## config.mk

```make
export PLATFORM = sky130hd
export DESIGN_NAME = scan_decoder_flat
export DESIGN_NICKNAME = d
export VERILOG_FILES = /design/src/rtl/scan_decoder_if.sv /design/src/rtl/scan_decoder.sv /design/src/flat_wrapper.sv
export SDC_FILE = /design/constraint.sdc
export NUM_CORES = 1
export LEC_CHECK = 0
export CAP_MARGIN = 0
export CORE_MARGIN = 10
export CORE_UTILIZATION = 39
export DETAILED_ROUTE_END_ITERATION = 10
export PLACE_DENSITY = 0.69
export SLEW_MARGIN = 20
export SYNTH_ARGS = -nofsm -noshare
export SYNTH_HDL_FRONTEND = slang
export SYNTH_SLANG_ARGS = --single-unit
```

## constraint.sdc

```tcl
create_clock -name clk -period 1.6 [get_ports clk]
set_input_delay 0.16 -clock clk [delete_from_list [all_inputs] [get_ports clk]]
set_output_delay 0.16 -clock clk [all_outputs]
set_load 0.03 [all_outputs]
```

## src/rtl/scan_decoder_if.sv

```systemverilog
// -----------------------------------------------------------------------------
// scan_decoder_if
// Bundles the control inputs and registered outputs of scan_decoder.
//   en    - block enable (0 forces all outputs low)
//   mode  - 0 = direct decode, 1 = auto-scan
//   sel   - direct-mode select / scan load index
//   load  - scan-mode strobe that loads idx from sel
//   dir   - scan direction, 0 = up, 1 = down
//   dout  - one-hot decoded output (OUT_W bits)
//   idx   - index currently decoded
//   wrap  - one-cycle pulse when the scan wraps around
// master: the side driving the controls; slave: the decoder itself.
// -----------------------------------------------------------------------------
interface scan_decoder_if #(
  parameter int SEL_W = 3
);
  localparam int OUT_W = 2 ** SEL_W;

  logic             en;
  logic             mode;
  logic [SEL_W-1:0] sel;
  logic             load;
  logic             dir;
  logic [OUT_W-1:0] dout;
  logic [SEL_W-1:0] idx;
  logic             wrap;

  modport master (
    output en, mode, sel, load, dir,
    input  dout, idx, wrap
  );

  modport slave (
    input  en, mode, sel, load, dir,
    output dout, idx, wrap
  );
endinterface

```

## src/rtl/scan_decoder.sv

```systemverilog
// -----------------------------------------------------------------------------
// scan_decoder
// One-hot decoder with a direct mode (decode sel) and an auto-scan mode that
// walks idx up or down through all OUT_W outputs, holding each for DWELL
// cycles and pulsing wrap when the index rolls over.
// Parameters:
//   SEL_W - select width, 1..6 (must match the connected interface)
//   DWELL - cycles each output stays active while scanning, >= 1
// Ports:
//   clk   - single rising-edge clock
//   rst_n - synchronous active-low reset
//   bus   - scan_decoder_if slave modport (controls in, dout/idx/wrap out)
// All outputs come straight from registers.
// -----------------------------------------------------------------------------
module scan_decoder #(
  parameter int SEL_W = 3,
  parameter int DWELL = 4
) (
  input  logic          clk,
  input  logic          rst_n,
  scan_decoder_if.slave bus
);
  localparam int OUT_W = 2 ** SEL_W;
  localparam int CNT_W = (DWELL > 1) ? $clog2(DWELL) : 1;
  localparam logic [CNT_W-1:0] CNT_MAX = CNT_W'(DWELL - 1);

  typedef enum logic [1:0] {
    ST_IDLE,
    ST_DIRECT,
    ST_SCAN
  } state_t;

  state_t           state_q, state_nxt;
  logic [SEL_W-1:0] idx_q, idx_nxt;
  logic [OUT_W-1:0] dout_q, dout_nxt;
  logic [CNT_W-1:0] cnt_q, cnt_nxt;
  logic             wrap_q, wrap_nxt;

  // Next-state and next-output logic. The target state is chosen purely from
  // en/mode, and every output is computed for that target so a change on the
  // inputs shows up exactly one cycle later.
  always_comb begin
    state_nxt = ST_IDLE;
    idx_nxt   = idx_q;
    cnt_nxt   = '0;
    wrap_nxt  = 1'b0;
    dout_nxt  = '0;

    if (!bus.en) begin
      state_nxt = ST_IDLE;
    end else if (!bus.mode) begin
      state_nxt = ST_DIRECT;
    end else begin
      state_nxt = ST_SCAN;
    end

    case (state_nxt)
      ST_IDLE: begin
        // idx holds, everything else stays at its cleared default
      end
      ST_DIRECT: begin
        idx_nxt = bus.sel;
      end
      ST_SCAN: begin
        // The entry cycle only re-displays the current idx; load and
        // stepping are recognised once we are actually in SCAN.
        if (state_q != ST_SCAN) begin
          idx_nxt = idx_q;
        end else if (bus.load) begin
          idx_nxt = bus.sel;
        end else if (cnt_q == CNT_MAX) begin
          idx_nxt  = bus.dir ? (idx_q - SEL_W'(1)) : (idx_q + SEL_W'(1));
          wrap_nxt = bus.dir ? (idx_q == '0) : (&idx_q);
        end else begin
          cnt_nxt = cnt_q + CNT_W'(1);
        end
      end
      default: begin
      end
    endcase

    // dout always tracks the idx being registered alongside it
    if (state_nxt != ST_IDLE) begin
      dout_nxt[idx_nxt] = 1'b1;
    end
  end

  // State and output registers with synchronous active-low reset.
  always_ff @(posedge clk) begin
    if (!rst_n) begin
      state_q <= ST_IDLE;
      idx_q   <= '0;
      dout_q  <= '0;
      cnt_q   <= '0;
      wrap_q  <= 1'b0;
    end else begin
      state_q <= state_nxt;
      idx_q   <= idx_nxt;
      dout_q  <= dout_nxt;
      cnt_q   <= cnt_nxt;
      wrap_q  <= wrap_nxt;
    end
  end

  assign bus.dout = dout_q;
  assign bus.idx  = idx_q;
  assign bus.wrap = wrap_q;
endmodule

```

## src/flat_wrapper.sv

```systemverilog
// flat-port wrapper written by rule: the top's interface ports become plain ports
module scan_decoder_flat 
#(
  parameter int SEL_W = 3,
  parameter int DWELL = 4
)
  (clk, rst_n, bus_en, bus_mode, bus_sel, bus_load, bus_dir, bus_dout, bus_idx, bus_wrap);
  scan_decoder_if #(.SEL_W(SEL_W)) bus_i ();
  input  logic clk;
  input  logic rst_n;
  input wire logic [$bits(bus_i.en)-1:0] bus_en;
  input wire logic [$bits(bus_i.mode)-1:0] bus_mode;
  input wire logic [$bits(bus_i.sel)-1:0] bus_sel;
  input wire logic [$bits(bus_i.load)-1:0] bus_load;
  input wire logic [$bits(bus_i.dir)-1:0] bus_dir;
  output wire logic [$bits(bus_i.dout)-1:0] bus_dout;
  output wire logic [$bits(bus_i.idx)-1:0] bus_idx;
  output wire logic [$bits(bus_i.wrap)-1:0] bus_wrap;
  assign bus_i.en = bus_en;
  assign bus_i.mode = bus_mode;
  assign bus_i.sel = bus_sel;
  assign bus_i.load = bus_load;
  assign bus_i.dir = bus_dir;
  assign bus_dout = bus_i.dout;
  assign bus_idx = bus_i.idx;
  assign bus_wrap = bus_i.wrap;
  scan_decoder #(.SEL_W(SEL_W), .DWELL(DWELL)) u_core (.clk(clk), .rst_n(rst_n), .bus(bus_i));
endmodule
```

=== Word level (Yosys, flattened, before mapping) ===
Index checks and enable logic that the tools add are counted.

* Register bits after elaboration: 16
* Input bits: 9
* Output and inout bits: 12

* Add/subtract/negate cells: 3
* Order comparisons: 2
* Eq/ne operators: 4
* Mux-type cells: 10
* Bitwise gates (word level): 3
* Reductions and logical operators: 7

{| class="wikitable"
|+ Operators with widths
! kind !! number
|-
| $mux W3 || 4
|-
| $reduce_or A5 Y1 || 2
|-
| $pmux W3 S2 || 1
|-
| $eq A2 B2 Y1 const B || 2
|-
| $lt A3 B4 Y1 const B || 1
|-
| $mux W2 || 2
|-
| $add A3 B1 Y3 const B || 1
|-
| $demux W1 S3 || 1
|-
| $ge A3 B1 Y1 const B || 1
|-
| $logic_not A3 Y1 || 1
|-
| $not A1 Y1 || 3
|-
| $reduce_and A3 Y1 || 1
|-
| $sub A3 B1 Y3 const B || 1
|-
| $add A2 B1 Y2 const B || 1
|-
| $eq A2 B1 Y1 const B || 1
|-
| $mux W1 || 2
|-
| $ne A2 B2 Y1 const B || 1
|-
| $reduce_and A2 Y1 || 1
|-
| $reduce_bool A2 Y1 || 1
|-
| $logic_and A1 B1 Y1 || 1
|}

=== Longest topological paths before layout ===
* Depth after elaboration: 10
* Gate-level depth with buffers: 6

=== Worst setup path after synthesis ===
Ideal clock, no wire load.

* Kind: register to register
* Start: reg u_core.idx_q[1], in the netlist u_core.bus.idx[1]
* End: reg u_core.dout_q[0], in the netlist u_core.bus.dout[0]
* Setup time: 87 ps
* Arrival time: 1,941 ps
* Data required time: 1,513 ps
* Path slack: -429 ps
* Cell stages (with the launch flop): 5
* Buffers on the path: 0
* Clock period less this slack: 2,029 ps
* Cell sequence: dfxtp_1 fa_1 and3_1 or4_4 nor4b_2

* Word-level cells in the longest chain between the ends: 10
* Elaborated cells on any way between the ends: 12

{| class="wikitable"
|+ RTL lines
! element !! line !! text
|-
| start, declared || scan_decoder.sv:34 || <nowiki>logic [SEL_W-1:0] idx_q, idx_nxt;</nowiki>
|-
| start signal, assigned || scan_decoder.sv:98 || <nowiki>idx_q <= idx_nxt;</nowiki>
|-
| $add A3 B1 Y3 or $sub A3 B1 Y3 (tied branches) || scan_decoder.sv:72 || <nowiki>idx_nxt = bus.dir ? (idx_q - SEL_W'(1)) : (idx_q + SEL_W'(1));</nowiki>
|-
| $mux W3 || scan_decoder.sv:72 ||
|-
| $mux W3 || scan_decoder.sv:71 || <nowiki>end else if (cnt_q == CNT_MAX) begin</nowiki>
|-
| $mux W3 || scan_decoder.sv:69 || <nowiki>end else if (bus.load) begin</nowiki>
|-
| $mux W3 || scan_decoder.sv:67 || <nowiki>if (state_q != ST_SCAN) begin</nowiki>
|-
| $pmux W3 S2 (*) || scan_decoder.sv:57 || <nowiki>case (state_nxt)</nowiki>
|-
| $lt A3 B4 Y1 (implied by the code) or $ge A3 B1 Y1 (tied branches) || scan_decoder.sv:84 || <nowiki>dout_nxt[idx_nxt] = 1'b1;</nowiki>
|-
| $logic_and A1 B1 Y1 (implied by the code) || scan_decoder.sv:84 ||
|-
| $mux W1 (implied by the code) || scan_decoder.sv:84 ||
|-
| $demux W1 S3 (*) || - ||
|-
| end signal, assigned || scan_decoder.sv:99 || <nowiki>dout_q <= dout_nxt;</nowiki>
|-
| end, declared || scan_decoder.sv:35 || <nowiki>logic [OUT_W-1:0] dout_q, dout_nxt;</nowiki>
|}

Every way passes the cells marked *; elsewhere a longest branch is shown, timed or not.
A chain may end at the register's enable or synchronous reset.

=== Worst setup path in the final report ===
* Start: reg u_core.idx_q[1], in the netlist u_core.bus.idx[1]
* End: reg u_core.dout_q[7], in the netlist u_core.bus.dout[7]

Same word-level chain as after synthesis.

==> metrics.csv <==
metric,value,unit
run_status,finished with violations,
violations,setup timing,
clk-insertion-delay-late,0.30,ns
synth_area,808,µm²
hold_class,reg2reg,
design_area,1410,µm²
grt_pass1_vias,920,
powerDensity,668,nW/µm²
fp-row-count,16,
crit_slowest_cell,fa_2,
syn_to_final_growth,74.8,%
drc,0,
rsz0062_at_grt,yes,
nNetsFinal,143,
hold_viol_final,0,
yosysMostFrequentCell,dfxtp_1,
slew_headroom,70.7,%
synth_top_area_cell,dfxtp_1,
crit_fanout,6,
worstPathArrival,2.17,ns
numClockSinks,16,
port_buffers,20,
start_util,41.2,%
ant_nets,0,
synthTopCellsByCount,"dfxtp_1 (16), nor2_1 (6), inv_1 (5)",
grt_overflow,0,
drv_slew,0,
cts_tree,built,
wire_per_inst,20.1,µm
fin_crit,1.97,ns
max_freq,509,MHz
yosysSeqAreaShare,39.6,%
grt_pass1_wl,4.49,mm
setup_viol,9,
startpoint,u_core.bus.idx[1]$_SDFF_PN0_,
worstSetupPathType,reg2reg,
firstDrtPassIters,4,
hpwl,1.83,mm
hp-start,u_core.cnt_q[0]$_SDFF_PP0_,
ys_types,38,
die_w,65.5,µm
ys_ff_latch,16,
p_leak,0.562,nW
postSynthAreaPerCell,9.51,µm²
crit_family,compound AO/OA/AOI/OAI gates,
clock_skew,0.00576,ns
clk_pin_slew,0.10,ns
worst_setup_path_end_kind,flop,
diodes,0,
antenna_found_initial,0,
clock_path_buffers,2,
cts_root_buffer,clkbuf_4,
synth_nets,96,
coreArea,1960,µm²
period_share,123,%
syn_inst,85,
via_per_inst,5.72,
cts.htree.levels,1,
yosysTopAreaCellShare,39.6,%
dieArea,4290,µm²
dpl_cell_area,1210,µm²
drive_gt1_share,42.7,%
crit_path_start_kind,flop,
synth_edf_count,0,
place.gp.congestion,0.822,
drv_cap,0,
final_cells,158,
pre_cts_slack,-0.542,ns
io_pins,21,
routed_wl,3.18,mm
rr_startpoint,u_core.bus.idx[1]$_SDFF_PN0_,
cpPeakStageDelay,0.42,ns
synth_ff_type,dfxtp_1,
placed_cells,150,
worst_slack,-0.366,ns
fin_setup_tns,-2.39,ns
die_h,65.5,µm
dr.first_iter.drc_count,56,
grt_max_degree,11,
crit_chain,fa_2 > xnor2_2 > nor4_2 > o2111ai_4 > buf_6 > a211oi_2,
cts_buffers,3,
grt_usage,13.4,%
netlist_top_cells_area,"dfxtp_1 (40%), nor4b_1 (4.3%), a211oi_1 (3.7%)",
worst-slew-pin-transition,0.438,ns
yosys_warnings,0,
path_buf_inv,1,
ys_async_sr_fraction,0,%
power,943,µW
peakVddDrop,0.000437,V
critPathRequiredTime,1.81,ns
detailroute.via_count,903,
==> path summary, 6_finish.rpt <==
| path | endpoint | cells past startpoint | slack, ns |
|---|---|---|---|
| max | u_core.bus.dout[7]$_SDFF_PN0_ | 6 | -0.37 |
| min | u_core.cnt_q[0]$_SDFF_PP0_ | 1 | 0.48 |
| max reg2reg | u_core.bus.dout[7]$_SDFF_PN0_ | 6 | -0.37 |
| min reg2reg | u_core.cnt_q[0]$_SDFF_PP0_ | 1 | 0.48 |
==> sequential cells by signal, indices dropped and copies added, names as in the netlist <==
register	cells
u_core.cnt_q	2
u_core.bus.idx	3
u_core.bus.wrap	1
u_core.bus.dout	8
u_core.state_q	2
==> metrics by stage <==
step / util, % / hold slack [ns]
after floorplan: - / 0.277
after CTS: 69.4 / 0.498
after global placement: 61.7 / 0.411
after global routing: 72.0 / 0.474
final: 72.0 / 0.477
after detailed placement: 61.7 / 0.426
==> power by group <==
group	total [mW]	internal, mW	switching [mW]
registers	0.420	0.409	0.0108
clock network	0.280	0.139	0.141
logic	0.243	0.112	0.132
total	0.943	0.660	0.283
==> kinds of logic (layout without fill, tap and decap cells) <==
logic type / after synthesis / in the layout / synth area share [%]
AND/OR/NAND/NOR: 32 / 32 / 27.9
AO/OA/AOI/OAI: 24 / 24 / 22.1
flip-flops: 16 / 16 / 39.6
buffers and inverters: 10 / 56 / 5.26
adder cells (fa/ha/maj): 2 / 2 / 4.02
XOR/XNOR: 1 / 1 / 1.08
==> cell type report <==
type,instances,area [µm²]
inverters,5,18.8
repair buffers,47,409
well taps,27,33.8
flip-flops and latches,16,329
clock buffers,4,36.3
fillers,157,549
multi-input cells,59,586
==> per-layer routing <==
layer	vias up	wire (µm)	global-route usage (%)
li1	416	-	-
met1	423	1210	14.7
met2	49	1590	23.5
met3	15	241	2.37
met4	0	149	8.02
met5	-	0	0
==> layout by cell type (no fill, tap or decap), drive strengths merged, types with 2 or more instances in the layout <==
master,count
a211oi,4
a21oi,3
buf,27
clkbuf,4
clkdlybuf4s50,16
dfxtp,16
dlygate4sd2,3
inv,5
nand2,4
nor2,6
nor2b,2
nor3,3
nor4,2
nor4b,6
o21a,2
o21ai,3
o221ai,2
==> worst reg2reg max path: stages, from the launching register on <==
cell and delay, ns:
dfxtp_4 0.36, fa_2 0.42, xnor2_2 0.18, nor4_2 0.27, o2111ai_4 0.20, buf_6 0.19
a211oi_2 0.26
==> timing repair <==
item | 4_1_cts | 5_1_grt
setup buffers | 3 | 1
pin swaps | 4 | 3
gates resized for setup | 21 | 9
hold buffers | 0 | 0
endpoints found under the setup margin | 12 | 10
(Power assumes the default switching activity.)
